**src/rtl/phase_interval_meter_pkg.sv**
```systemverilog
// Shared types and constants for the REF-to-Inp phase interval meter.
// The state encoding is fixed so that debug probes can decode it directly.
package phase_interval_meter_pkg;

   typedef enum logic [1:0] {
      IDLE  = 2'd0,
      ARM   = 2'd1,
      COUNT = 2'd2,
      DONE  = 2'd3
   } state_e;

   localparam int EDGE_SEL_REF = 0;
   localparam int EDGE_SEL_INP = 1;

endpackage

```
**src/rtl/phase_interval_meter_sync_edge_det.sv**
```systemverilog
// Metastability synchroniser followed by a one-cycle edge detector.
// REF and Inp each get an identical copy, so their latencies match exactly.
module sync_edge_det #(
   parameter int SYNC_STAGES = 2
) (
   input  logic clk,
   input  logic rst,
   input  logic async_in,
   input  logic fall_sel,
   output logic edge_pulse
);

   logic [SYNC_STAGES-1:0] sync_q;
   logic                   hist_q;
   logic                   syncOut;

   assign syncOut = sync_q[SYNC_STAGES-1];

   always_ff @(posedge clk or posedge rst) begin
      if (rst) begin
         sync_q <= '0;
         hist_q <= 1'b0;
      end else begin
         sync_q <= {sync_q[SYNC_STAGES-2:0], async_in};
         hist_q <= syncOut;
      end
   end

   assign edge_pulse = fall_sel ? (hist_q & ~syncOut) : (syncOut & ~hist_q);

endmodule

```
**src/rtl/phase_interval_meter.sv**
```systemverilog
// Measures clk cycles from a selected REF edge to the next selected Inp edge,
// with single-shot or continuous operation and a saturating result.
module phase_interval_meter
   import phase_interval_meter_pkg::*;
#(
   parameter int W           = 8,
   parameter int SYNC_STAGES = 2
) (
   input  logic         clk,
   input  logic         rst,
   input  logic         st,
   input  logic         mode,
   input  logic [1:0]   edge_sel,
   input  logic         REF,
   input  logic         Inp,
   output logic [W-1:0] Q,
   output logic         valid,
   output logic         ovf,
   output logic         busy
);

   localparam logic [W-1:0] ALL_ONES = {W{1'b1}};
   localparam logic [W-1:0] ONE      = {{(W-1){1'b0}}, 1'b1};

   state_e         state_q, state_d;
   logic [W-1:0]   cnt_q, cnt_d;
   logic [W-1:0]   q_q, q_d;
   logic           ovf_q, ovf_d;
   logic [W-1:0]   cntInc;
   logic           refEdge;
   logic           inpEdge;

   sync_edge_det #(.SYNC_STAGES(SYNC_STAGES)) uRefDet (
      .clk        (clk),
      .rst        (rst),
      .async_in   (REF),
      .fall_sel   (edge_sel[EDGE_SEL_REF]),
      .edge_pulse (refEdge)
   );

   sync_edge_det #(.SYNC_STAGES(SYNC_STAGES)) uInpDet (
      .clk        (clk),
      .rst        (rst),
      .async_in   (Inp),
      .fall_sel   (edge_sel[EDGE_SEL_INP]),
      .edge_pulse (inpEdge)
   );

   assign cntInc = cnt_q + ONE;

   always_ff @(posedge clk or posedge rst) begin
      if (rst) begin
         state_q <= IDLE;
         cnt_q   <= '0;
         q_q     <= '0;
         ovf_q   <= 1'b0;
      end else begin
         state_q <= state_d;
         cnt_q   <= cnt_d;
         q_q     <= q_d;
         ovf_q   <= ovf_d;
      end
   end

   // The result is captured on entry to DONE so Q is already current while valid is high;
   // cnt_q lags the REF pulse by one cycle, hence cntInc is the true interval.
   always_comb begin
      state_d = state_q;
      cnt_d   = cnt_q;
      q_d     = q_q;
      ovf_d   = ovf_q;
      case (state_q)
         IDLE: begin
            cnt_d = '0;
            if (st) begin
               state_d = ARM;
            end
         end
         ARM: begin
            cnt_d = '0;
            if (refEdge && inpEdge) begin
               q_d     = '0;
               ovf_d   = 1'b0;
               state_d = DONE;
            end else if (refEdge) begin
               state_d = COUNT;
            end
         end
         COUNT: begin
            cnt_d = cntInc;
            if (inpEdge) begin
               q_d     = cntInc;
               ovf_d   = 1'b0;
               state_d = DONE;
            end else if (cntInc == ALL_ONES) begin
               q_d     = ALL_ONES;
               ovf_d   = 1'b1;
               state_d = DONE;
            end
         end
         DONE: begin
            cnt_d   = '0;
            state_d = mode ? ARM : IDLE;
         end
         default: begin
            state_d = IDLE;
         end
      endcase
   end

   assign Q     = q_q;
   assign ovf   = ovf_q;
   assign valid = (state_q == DONE);
   assign busy  = (state_q == ARM) || (state_q == COUNT);

endmodule
```
**config.mk**
```make
export PLATFORM = sky130hd
export DESIGN_NAME = phase_interval_meter
export DESIGN_NICKNAME = d
export VERILOG_FILES = /design/src/rtl/phase_interval_meter_pkg.sv /design/src/rtl/phase_interval_meter_sync_edge_det.sv /design/src/rtl/phase_interval_meter.sv
export SDC_FILE = /design/constraint.sdc
export NUM_CORES = 1
export LEC_CHECK = 0
export BUFFER_PORTS_ARGS = -buffer_cell sky130_fd_sc_hd__buf_4
export CORE_MARGIN = 2
export CORE_UTILIZATION = 55
export DETAILED_ROUTE_END_ITERATION = 10
export PLACE_DENSITY = 0.84
export SLEW_MARGIN = 20
export SYNTH_ARGS = -nofsm -noshare
export SYNTH_HDL_FRONTEND = slang
export SYNTH_HIERARCHICAL = 1
export SYNTH_SLANG_ARGS = --single-unit
export TNS_END_PERCENT = 5
```
**constraint.sdc**
```tcl
create_clock -name clk -period 2.2 [get_ports clk]
set_input_delay 0.22 -clock clk [delete_from_list [all_inputs] [get_ports clk]]
set_output_delay 0.22 -clock clk [all_outputs]
set_load 0.005 [all_outputs]
```
# Word level (Yosys, flattened, before mapping)
# Cells that the tools add are included.
# word_totals
regBits	25
in_bits	8
out_inout_bits	11
wordCells	50
# classes
add_sub_neg	1
n_eq_ne	8
mux	18
n_bitwise	8
reduce_logical	7
# op_table
operator	n
$pmux W8 S2	2
$mux W8	3
$mux W2	5
$add A8 B1 Y8 const B	1
$eq A8 B8 Y1 const B	1
$pmux W2 S4	1
$mux W1	6
$ne A3 B3 Y1 const B	2
$reduce_and A3 Y1	2
$and A1 B1 Y1	4
$eq A2 B2 Y1 const B	2
$ne A2 B2 Y1 const B	2
$not A1 Y1	4
$reduce_or A3 Y1	1
$eq A2 B1 Y1 const B	1
$logic_not A2 Y1	1
$pmux W1 S2	1
$reduce_bool A2 Y1	1
$logic_and A1 B1 Y1	1
$logic_or A1 B1 Y1	1

# Longest topological paths before layout
# depth
word_depth	6
ltp_mapped	7
ltp_nobuf	7

# Modules after synthesis
# The synthesis kept the hierarchy.
# by_module_without_submodules
mod	n_inst	cells_per_inst	area_each_um2	seq_area_each_um2
phase_interval_meter	1	115	1081.0	475.5
sync_edge_det	2	7	101.3	75.1

# Least setup slack after synthesis
# No wires, ideal clock.
# synth_path
path_kind	reg-to-reg
from	register cnt_q[0]
to	register state_q[1]
setup_time_ns	0.080
arrival_ns	1.734
slack_ns	0.386
stages_incl_launch_ff	7
path_buffers	0
period_less_slack_ns	1.814
cell_sequence	dfrtp_1 ha_1 a31o_2 o32a_1 o21ai_2 a31oi_4 o211ai_2
# synth_between
elab_chain_cells	4
# synth_rtl
element	line	text
start, declared	phase_interval_meter.sv:26	logic [W-1:0] cnt_q, cnt_d;
start signal, assigned	phase_interval_meter.sv:59	cnt_q <= cnt_d;
$add A8 B1 Y8	phase_interval_meter.sv:49	assign cntInc = cnt_q + ONE;
$eq A8 B8 Y1	phase_interval_meter.sv:95	end else if (cntInc == ALL_ONES) begin
$ne A3 B3 Y1 (no source line)	n/a	
$reduce_and A3 Y1 (no source line)	n/a	
end signal, assigned	phase_interval_meter.sv:58	state_q <= state_d;
end, declared	phase_interval_meter.sv:25	state_e state_q, state_d;
# Every way passes these cells.
# A chain may end at the register's enable or synchronous reset.

# Worst setup path in the final report
# layout_path
from	register cnt_q[1]
to	register q_q[3] (netlist: Q[3])
# layout_between
elab_chain_cells	4
word_cells_on_any_way	6
cone_classes	add/sub (1); eq/ne (2); mux (2); reduce/logical (1)
# layout_rtl
element	line	text
$add A8 B1 Y8 *	phase_interval_meter.sv:49	
$eq A8 B8 Y1	phase_interval_meter.sv:95	
$ne A3 B3 Y1 (no source line)	n/a	
$reduce_and A3 Y1 (no source line)	n/a	
end signal, assigned	phase_interval_meter.sv:60	q_q <= q_d;
end, declared	phase_interval_meter.sv:27	logic [W-1:0] q_q, q_d;
# Every way passes the cells marked *; elsewhere a longest branch is shown, timed or not.

==> reports/qor.yml <==
post-route-min-period_ns: 2.03
rr_startpoint: "cnt_q[1]"
period_share_pct: 92.1
die_x_um: 52.3
drive_above_1_share_pct: 22.7
yosysMostFrequentCell: "dfrtp_1"
finalHoldViolations: 0
insertion_delay_ns: 0.31
drtIter0Drc: 27
cts_tree: "built"
numCtsBuffers: 3
place_hpwl_um: 1910
ios: 19
drcViolationCount: 0
multi_input_area_sq_um: 583
grt_overflow_total: 0
yosys_warnings: 6
track_usage_pct: 22.2
synth-async-reset-ratio_pct: 100
combPwrFrac_pct: 44.2
syn2layout_area_growth_pct: 18.1
startpoint: "cnt_q[1]"
grt_antenna_before_repair: 0
finalPower_mw: 1.57
status: "complete, no violations"
path_clk_slew_ns: 0.13
crit_cells: 6
maxSlewViolCount: 0
r2r_cells: 6
yosysTopAreaCell: "dfrtp_1"
hold_path_depth: 5
ir_drop_uv: 865
worst_pin_slew_ns: 0.709
grt_pass1_vias: 975
grt_first_pass_wirelength_um: 4470
cts-htree-levels: 1
arrival_ns: 2.23
die_area_sq_um: 2740
seq_area_sq_um: 627
fin_skew_ns: 0.00575
cpMostUsedCell: "a21oi_1"
syn_nets: 143
synth_area_leaders: "dfrtp_1 49%, ha_1 5.8%, inv_1 5.3%"
cts_sinks: 25
synth_common_cells: "25 x dfrtp_1, 18 x inv_1, 13 x a21oi_1"
rows: 17
power.share.clock_pct: 12.6
seq_area_frac_synth_pct: 48.7
crit_fanout: 10
hold_path.class: "in -> reg"
grt_max_degree: 20
finalSetupViolations: 0
reg2reg_to: "Q[3]"
firstDrtPassIters: 4
p_per_area_nw_per_um2: 1030
cap_violations: 0
path_delay_family: "compound AO/OA/AOI/OAI gates"
path_cells: "ha_1 > a21oi_1 > o311ai_0 > o21ai_2 > a31oi_4 > a21oi_1"
core_area_sq_um: 2210
vias: 1052
wl_per_cell_um: 14.2
power_switching_share_pct: 37.9
critPathBufInv: 0
syn_area_sq_um: 1280
crit_slowest_cell: "dfrtp_1"
critical_path.startpoint_type: "flip-flop"
wirelength_um: 2580
design_area_sq_um: 1520
cts_root_buffer: "clkbuf_4"
synth_seq_cells: 25
ant_nets: 0
synthCells: 129
num-nets-final: 169
leakagePower_nw: 0.697
vias_per_cell: 5.78
cts_buffer_depth: 2
endpoint: "Q[3]"
yosys.area.top_type_share_pct: 48.7
avgSynthCellArea_sq_um: 9.95
finalSetupTns_ns: 0
critical-path-max-stage-delay_ns: 0.49
p_switching_mw: 0.594
end_kind: "flip-flop"
r2r_slack_ns: 0.17
max_freq_ghz: 0.494
critical_path_class: "reg -> reg"
p_int_mw: 0.975
placed_cell_area_sq_um: 1460
synth_cell_types: 35
diodes: 0
required_ns: 2.40
gp_congestion: 0.870
seq_power_share_pct: 43.1
die_h_um: 52.3
synth_edf_count: 0
initial_core_util_pct: 58.0
rsz0062_at_grt: "false"
portBuffers: 18
fill_cells: 173
synthFlopType: "dfrtp_1"
place_inst: 175
maxSlewHeadroom_pct: 52.7
holdWs_ns: 0.263
fin_cells: 182
==> logic make-up after synthesis <==
family	after synthesis	synth area share, %
AOI/OAI and AO/OA	43	24.3
and+or+nand+nor	33	13.9
DFF	25	48.7
buffers and inverters	20	5.85
adders and majority gates	6	5.85
xor gates and xnor gates	2	1.36
==> metal layers <==
metal	wire length (um)	vias up	share of wire [%]	GRT usage, %
li1	-	509	-	-
met1	1120	507	43	33.2
met2	1270	32	49	33.3
met3	164	4	6.3	3.43
met4	29	0	1.1	6.41
met5	0	-	0	0
==> flip-flops by register name (all words and copies together) (netlist names) <==
| name | cells |
|---|---|
| ovf | 1 |
| uRefDet/sync_q | 2 |
| cnt_q | 8 |
| uInpDet/hist_q | 1 |
| Q | 8 |
| state_q | 2 |
| uRefDet/hist_q | 1 |
| uInpDet/sync_q | 2 |
==> worst min-delay path, stage by stage <==
cell	delay [ns]
buf_4	0.07
a211oi_1	0.06
nand2_1	0.08
nand2_1	0.05
o21ai_1	0.07
==> repair_timing <==
item	4_1_cts	5_1_grt
buffers inserted	0	0
gates resized for setup	0	1
hold buffers	1	2
endpoints found under the setup margin	0	8
endpoints found under the hold margin	6	2
==> how the worst min path moves through the flow <==
stage,start,end,slack [ns]
3_5_place_dp,rst,uRefDet/sync_q[1],0.11
5_1_grt,mode,state_q[0],0.31
3_3_place_gp,rst,uRefDet/sync_q[0],0.11
6_report,mode,state_q[0],0.26
2_1_floorplan,rst,uInpDet/hist_q,-0.03
4_1_cts,REF,uRefDet/sync_q[0],0.004
==> final cells by class <==
class	count	area share [%]
clock buffers	3	1.49
clock inverters	1	0.330
well taps	28	2.31
inverters	19	4.70
flip-flops and latches	25	41.3
multi-input cells	84	38.4
repair buffers	22	11.4
==> layout by cell type (no fill, tap or decap), types with 2 or more instances in the layout <==
master / count
a21oi_1: 13
a31o_2: 2
buf_4: 19
clkbuf_4: 3
dfrtp_1: 24
dlygate4sd3_1: 3
ha_1: 6
inv_1: 18
nand2_1: 9
nand2b_1: 7
nand3_1: 3
nor2_1: 6
o211ai_2: 2
o21ai_0: 5
o22ai_1: 8
o22ai_2: 2
or4_1: 2
==> stage by stage <==
step / setup slack (ns) / util [%]
after floorplan: 0.386 / -
after global placement: 0.280 / 65.9
after detailed placement: 0.197 / 65.9
after CTS: 0.168 / 67.6
after global routing: 0.0135 / 68.6
final: 0.175 / 68.6
==> power groups by stage <==
| stage | clock network [mW] | registers, mW | logic (mW) |
|---|---|---|---|
| 3_5_place_dp | 0 | 0.684 | 0.692 |
| 2_1_floorplan | 0 | 0.670 | 0.424 |
| 4_1_cts | 0.203 | 0.674 | 0.698 |
| 5_1_grt | 0.222 | 0.694 | 0.792 |
| 3_3_place_gp | 0 | 0.674 | 0.663 |
| 6_report | 0.198 | 0.676 | 0.694 |
Power figures use the tool's default switching activity.
